<file path="config.mk">
export PLATFORM = sky130hd
export DESIGN_NAME = psg_bus_sched
export DESIGN_NICKNAME = d
export VERILOG_FILES = /design/src/rtl/psg_sched_pkg.sv /design/src/rtl/psg_rr_arb2.sv /design/src/rtl/psg_bus_sched.sv
export SDC_FILE = /design/constraint.sdc
export NUM_CORES = 1
export LEC_CHECK = 0
export CAP_MARGIN = 5
export CORE_MARGIN = 4
export CORE_UTILIZATION = 43
export CTS_CLUSTER_SIZE = 25
export DETAILED_ROUTE_END_ITERATION = 16
export PLACE_DENSITY = 0.88
export SLEW_MARGIN = 25
export SYNTH_ARGS = -nofsm -noshare
export SYNTH_HDL_FRONTEND = slang
export SYNTH_SLANG_ARGS = --single-unit
</file>
<file path="constraint.sdc">
create_clock -name clk -period 4.3 [get_ports clk]
set_input_delay 1.29 -clock clk [delete_from_list [all_inputs] [get_ports clk]]
set_output_delay 1.29 -clock clk [all_outputs]
set_load 0.1 [all_outputs]
</file>
<file path="src/rtl/psg_sched_pkg.sv">
// Shared types and constants for the PSG register-bus scheduler.
package psg_sched_pkg;

  typedef enum logic [2:0] {
    ST_IDLE,
    ST_SETUP,
    ST_STROBE,
    ST_HOLD,
    ST_RADDR,
    ST_RCAP
  } sched_state_e;

  localparam logic [3:0]  PSG_ENV_SHAPE_ADDR = 4'hD;
  localparam int unsigned STROBE_CNT_W       = 4;

endpackage

</file>
<file path="src/rtl/psg_rr_arb2.sv">
// Two-port arbiter (host / player) with a last-grant pointer.
// grant[0] = host, grant[1] = player; the pointer only moves on an accept.
module psg_rr_arb2 #(
  parameter int unsigned FIXED_PRIO = 0
) (
  input  logic       clk,
  input  logic       rst_n,
  input  logic       req_h,
  input  logic       req_p,
  input  logic       accept,
  output logic [1:0] grant
);

  logic last_host;

  always_comb begin
    grant = '0;
    // On a tie the host wins if it is prioritised or did not win last time.
    if (req_h && (!req_p || (FIXED_PRIO != 0) || !last_host)) begin
      grant[0] = 1'b1;
    end else if (req_p) begin
      grant[1] = 1'b1;
    end
  end

  always_ff @(posedge clk or negedge rst_n) begin
    if (!rst_n) begin
      last_host <= 1'b0;
    end else if (accept) begin
      last_host <= grant[0];
    end
  end

endmodule

</file>
<file path="src/rtl/psg_bus_sched.sv">
// Shares the PSG register port between a host (read/write) and a player (write-only).
// Optional read path: define PSG_SCHED_READ_EN to build the RADDR/RCAP sequence.
module psg_bus_sched
  import psg_sched_pkg::*;
#(
  parameter int unsigned STROBE_CYCLES = 2,
  parameter int unsigned FIXED_PRIO    = 0
) (
  input  logic       clk,
  input  logic       rst_n,
  input  logic       h_valid,
  output logic       h_ready,
  input  logic       h_we,
  input  logic [3:0] h_addr,
  input  logic [7:0] h_wdata,
  output logic       h_rvalid,
  output logic [7:0] h_rdata,
  input  logic       p_valid,
  output logic       p_ready,
  input  logic [3:0] p_addr,
  input  logic [7:0] p_wdata,
  output logic [3:0] psg_addr,
  output logic [7:0] psg_din,
  output logic       psg_cs_n,
  output logic       psg_wr_n,
  input  logic [7:0] psg_dout,
  output logic       busy
);

  localparam logic [STROBE_CNT_W-1:0] STROBE_LOAD = STROBE_CNT_W'(STROBE_CYCLES - 1);

  sched_state_e            state, state_nxt;
  logic [STROBE_CNT_W-1:0] cnt, cnt_nxt;
  logic [1:0]              grant;
  logic                    accept, acc_wr, acc_rd;
  logic [3:0]              acc_addr;
  logic [7:0]              acc_data;

  psg_rr_arb2 #(.FIXED_PRIO(FIXED_PRIO)) u_arb (
    .clk    (clk),
    .rst_n  (rst_n),
    .req_h  (h_valid),
    .req_p  (p_valid),
    .accept (accept),
    .grant  (grant)
  );

  assign h_ready  = (state == ST_IDLE) && grant[0];
  assign p_ready  = (state == ST_IDLE) && grant[1];
  assign accept   = h_ready || p_ready;
  assign acc_wr   = p_ready || (h_ready && h_we);
  assign acc_rd   = h_ready && !h_we;
  assign acc_addr = grant[0] ? h_addr  : p_addr;
  assign acc_data = grant[0] ? h_wdata : p_wdata;
  assign busy     = (state != ST_IDLE);

  always_comb begin
    state_nxt = state;
    cnt_nxt   = cnt;
    unique case (state)
      ST_IDLE: begin
        if (acc_wr) begin
          state_nxt = ST_SETUP;
`ifdef PSG_SCHED_READ_EN
        end else if (acc_rd) begin
          state_nxt = ST_RADDR;
`endif
        end
      end
      ST_SETUP: begin
        state_nxt = ST_STROBE;
        cnt_nxt   = STROBE_LOAD;
      end
      ST_STROBE: begin
        if (cnt == '0) state_nxt = ST_HOLD;
        else           cnt_nxt   = cnt - 1'b1;
      end
      ST_HOLD:  state_nxt = ST_IDLE;
`ifdef PSG_SCHED_READ_EN
      ST_RADDR: state_nxt = ST_RCAP;
      ST_RCAP:  state_nxt = ST_IDLE;
`endif
      default:  state_nxt = ST_IDLE;
    endcase
  end

  // Bus strobes are registered from the next state so they line up with it.
  always_ff @(posedge clk or negedge rst_n) begin
    if (!rst_n) begin
      state    <= ST_IDLE;
      cnt      <= '0;
      psg_cs_n <= 1'b1;
      psg_wr_n <= 1'b1;
      psg_addr <= '0;
      psg_din  <= '0;
      h_rvalid <= 1'b0;
      h_rdata  <= '0;
    end else begin
      state    <= state_nxt;
      cnt      <= cnt_nxt;
      psg_cs_n <= !((state_nxt == ST_SETUP) || (state_nxt == ST_STROBE));
      psg_wr_n <= (state_nxt != ST_STROBE);
      if (acc_wr) begin
        psg_addr <= acc_addr;
        psg_din  <= acc_data;
      end
`ifdef PSG_SCHED_READ_EN
      else if (acc_rd) begin
        psg_addr <= h_addr;
      end
      h_rvalid <= (state == ST_RCAP);
      if (state == ST_RCAP) h_rdata <= psg_dout;
`else
      h_rvalid <= acc_rd;
      h_rdata  <= '0;
`endif
    end
  end

`ifndef PSG_SCHED_READ_EN
  logic unused_dout;
  assign unused_dout = ^psg_dout;
`endif

endmodule

</file>
==> metrics <==
final-report hold violation count 0; WP data required around 3.0 ns; grt total ovfl 0; die width ~63 µm; first-pass GRT wire length 4770 µm; Least-Margin Pin Slew between 0.9 and 1 ns; Pre-antenna DRT Iters 4; I/O Pins between 60 and 70; Seq/Total Area, Yosys between 40 and 50%; drt first-iter violations 13; initial antenna violation count 0; post-layout net count 209; # port buffers between 40 and 50; synthesized area per cell roughly 10 µm²; FMAX approximately 0.27 GHz; CP cell instances clkdlybuf4s50_1 -> a21boi_4 -> nand2_1 -> inv_1 -> buf_12; vias in the first global route ~1.1k; worst min-delay path class flop to flop; Setup Crit Path Kind input port to output port; Final Setup Violations 0; drt drc 0; Via Count about 1.1k; Pleak between 0.7 and 0.8 nW; routed vias/inst between 5 and 6; Tcrit/Tclk final a little under 90%; Yosys warnings 0; layout cells sized above 1 between 10% and 20%; register bit count reported by yosys 23; Post-CTS Setup Inserts 0; RSZ-0062 raised after global routing false; wire per inst 14.7 µm; crit path launch h_valid; die footprint 3950 µm²; routed wl met2 approximately 1400 µm; chip height about 63 µm; Startpoint Class input port; hold_sp psg_din[0]$_DFFE_PN0P_; worst skew pair latency around 0.32 ns; outcome complete, no violations; Finished Cell Area between 1500 and 2000 µm²; skew final ~0.014 ns; row count 19; area grow syn2layout 36.2%; crit path max fanout 3; antenna viol nets, final 0; metal3 WL 301 µm; DR top layer met4; most frequent cells in the layout 42 x clkdlybuf4s50_1, 21 x dfrtp_1, 15 x a21oi_1, 13 x mux2i_1, 12 x a31oi_1; RR Startpoint cnt[1]$_DFFE_PN0P_; area of the core about 2800 µm²; commonest non-fill, non-tap cell in the layout clkdlybuf4s50_1; gr usage total around 15%; distinct cell type count after synthesis 33; Slew Limit Fails 0; slowest stage delay, CP 0.51 ns; Root Driver clkbuf_4; Post-Place Cell Area ~1700 µm²; post_cts resized 0; CTS clk-pin slew, worst paths ~0.12 ns; Gate Count Post-Synth around 130; pwr dens ~820 nW/µm²; TritonCTS buffer count 3; largest net degree at the start of global routing 27; Setup crit end kind output port; CTS tree built; Initial Util between 40 and 50%; n_diodes 0; H-tree levels 1; VDD IR-drop max between 500 and 600 µV; critical path's slowest cell clkdlybuf4s50_1; setup_tns 0 ns; max cap viols 0; met1 WL approximately 1100 µm; post-DP HPWL ~2200 µm; Hold Buf Count CTS 0; routability cong. 0.756; CTS max path bufs 2; Data arrival, critical path between 2 and 2.5 ns; Final min period between 3 and 4 ns; synthesized area between 1000 and 1500 µm²; PnR Total Power ~1.4 mW; WL final slightly below 3000 µm; max_slew headroom about a third; Fill cells roughly 220; CTS sink count 23
## layout make-up
type,count,area [µm²],share of cell area (%)
Tap cell,31,38.8,2.20
Sequential cell,23,578,32.8
Timing Repair Buffer,49,495,28.1
Clock buffer,3,22.5,1.28
Clock inverter,1,5.00,0.284
Multi-Input combinational cell,87,598,34.0
Inverter,6,22.5,1.28
## sequential cells by signal (all words and copies together) (netlist names)
signal,count
cnt,4
psg_din,8
psg_cs_n,1
h_rvalid,1
psg_addr,4
state,3
psg_wr_n,1
u_arb.last_host,1
## synthesized netlist by cell type
cell,count,area (µm²)
buf_2,6,30.0
o22ai_1,1,6.26
conb_1,1,3.75
ha_1,2,25.0
a21oi_1,15,75.1
nand2_1,4,15.0
dfstp_2,2,52.6
inv_1,6,22.5
a22o_1,1,8.76
nand2b_1,2,12.5
nand2_2,1,6.26
a31oi_1,12,75.1
nand3_1,2,10.0
xnor2_1,1,8.76
nor3_4,1,16.3
or3b_1,1,8.76
o21ai_0,1,5.00
buf_6,1,11.3
a2bb2oi_1,2,17.5
buf_4,11,82.6
a41oi_1,1,8.76
nor2b_1,1,6.26
a21boi_4,1,18.8
nor2_1,7,26.3
o21ai_1,2,10.0
a211o_1,1,8.76
dfrtp_1,21,526
nor3_1,2,10.0
mux2i_1,13,130
o2bb2ai_1,1,8.76
nand3b_1,1,7.51
a41o_2,1,11.3
a2111oi_4,1,27.5
## per-layer routing
layer  global-route usage, %  vias to the layer above
met5                       0                        -
met4                    8.54                        0
met3                    6.65                        4
met2                    25.4                       58
met1                    16.2                      506
li1                        -                      520
## report_power, final
part           switching, mW  leakage [nW]  internal [mW]
combinational          0.710         0.475          0.255
sequential            0.0785         0.264          0.304
clock                 0.0666        0.0177         0.0348
total                  0.855         0.756          0.594
## path summary, 6_finish.rpt
kind	end	slack (ns)	cells past startpoint
worst min register to register	psg_din[0]$_DFFE_PN0P_	0.57	2
worst min-delay path	psg_din[0]$_DFFE_PN0P_	0.57	2
max in group asynchronous	psg_wr_n$_DFF_PN1_	3.02	1
worst max register to register	cnt[0]$_DFFE_PN0P_	2.58	6
min in group asynchronous	h_rvalid$_DFF_PN0_	0.91	1
worst max-delay path	h_ready	0.58	5
## logic make-up (layout without fill, tap and decap cells)
kind of cell	after synthesis	count (layout)	share of synthesized area [%]
AO/OA/AOI/OAI	40	40	21.8
XOR/XNOR	1	1	0.678
adder cells (fa/ha/maj)	2	2	1.94
buffers and inverters	24	59	11.3
flip-flops	23	23	44.7
multiplexers	13	13	10.1
other	1	9	0.290
AND/OR/NAND/NOR	22	22	9.20
## through the flow
step / setup WS, ns / std cells / utilization (%) / hold slack (ns)
after floorplan: 0.110 / 134 / - / 0.503
after global placement: 0.640 / 196 / 62.0 / 0.525
after detailed placement: 0.589 / 196 / 62.0 / 0.547
after CTS: 0.585 / 200 / 62.9 / 0.579
after global routing: 0.529 / 200 / 62.8 / 0.606
final: 0.582 / 200 / 62.8 / 0.566
## critical path: cells and delay by family
kind,cells,cell delay [ns]
buffers and inverters,3,0.82
AO/OA/AOI/OAI,1,0.21
AND/OR/NAND/NOR,1,0.11
Note: power is estimated with default switching activity, not from simulation.
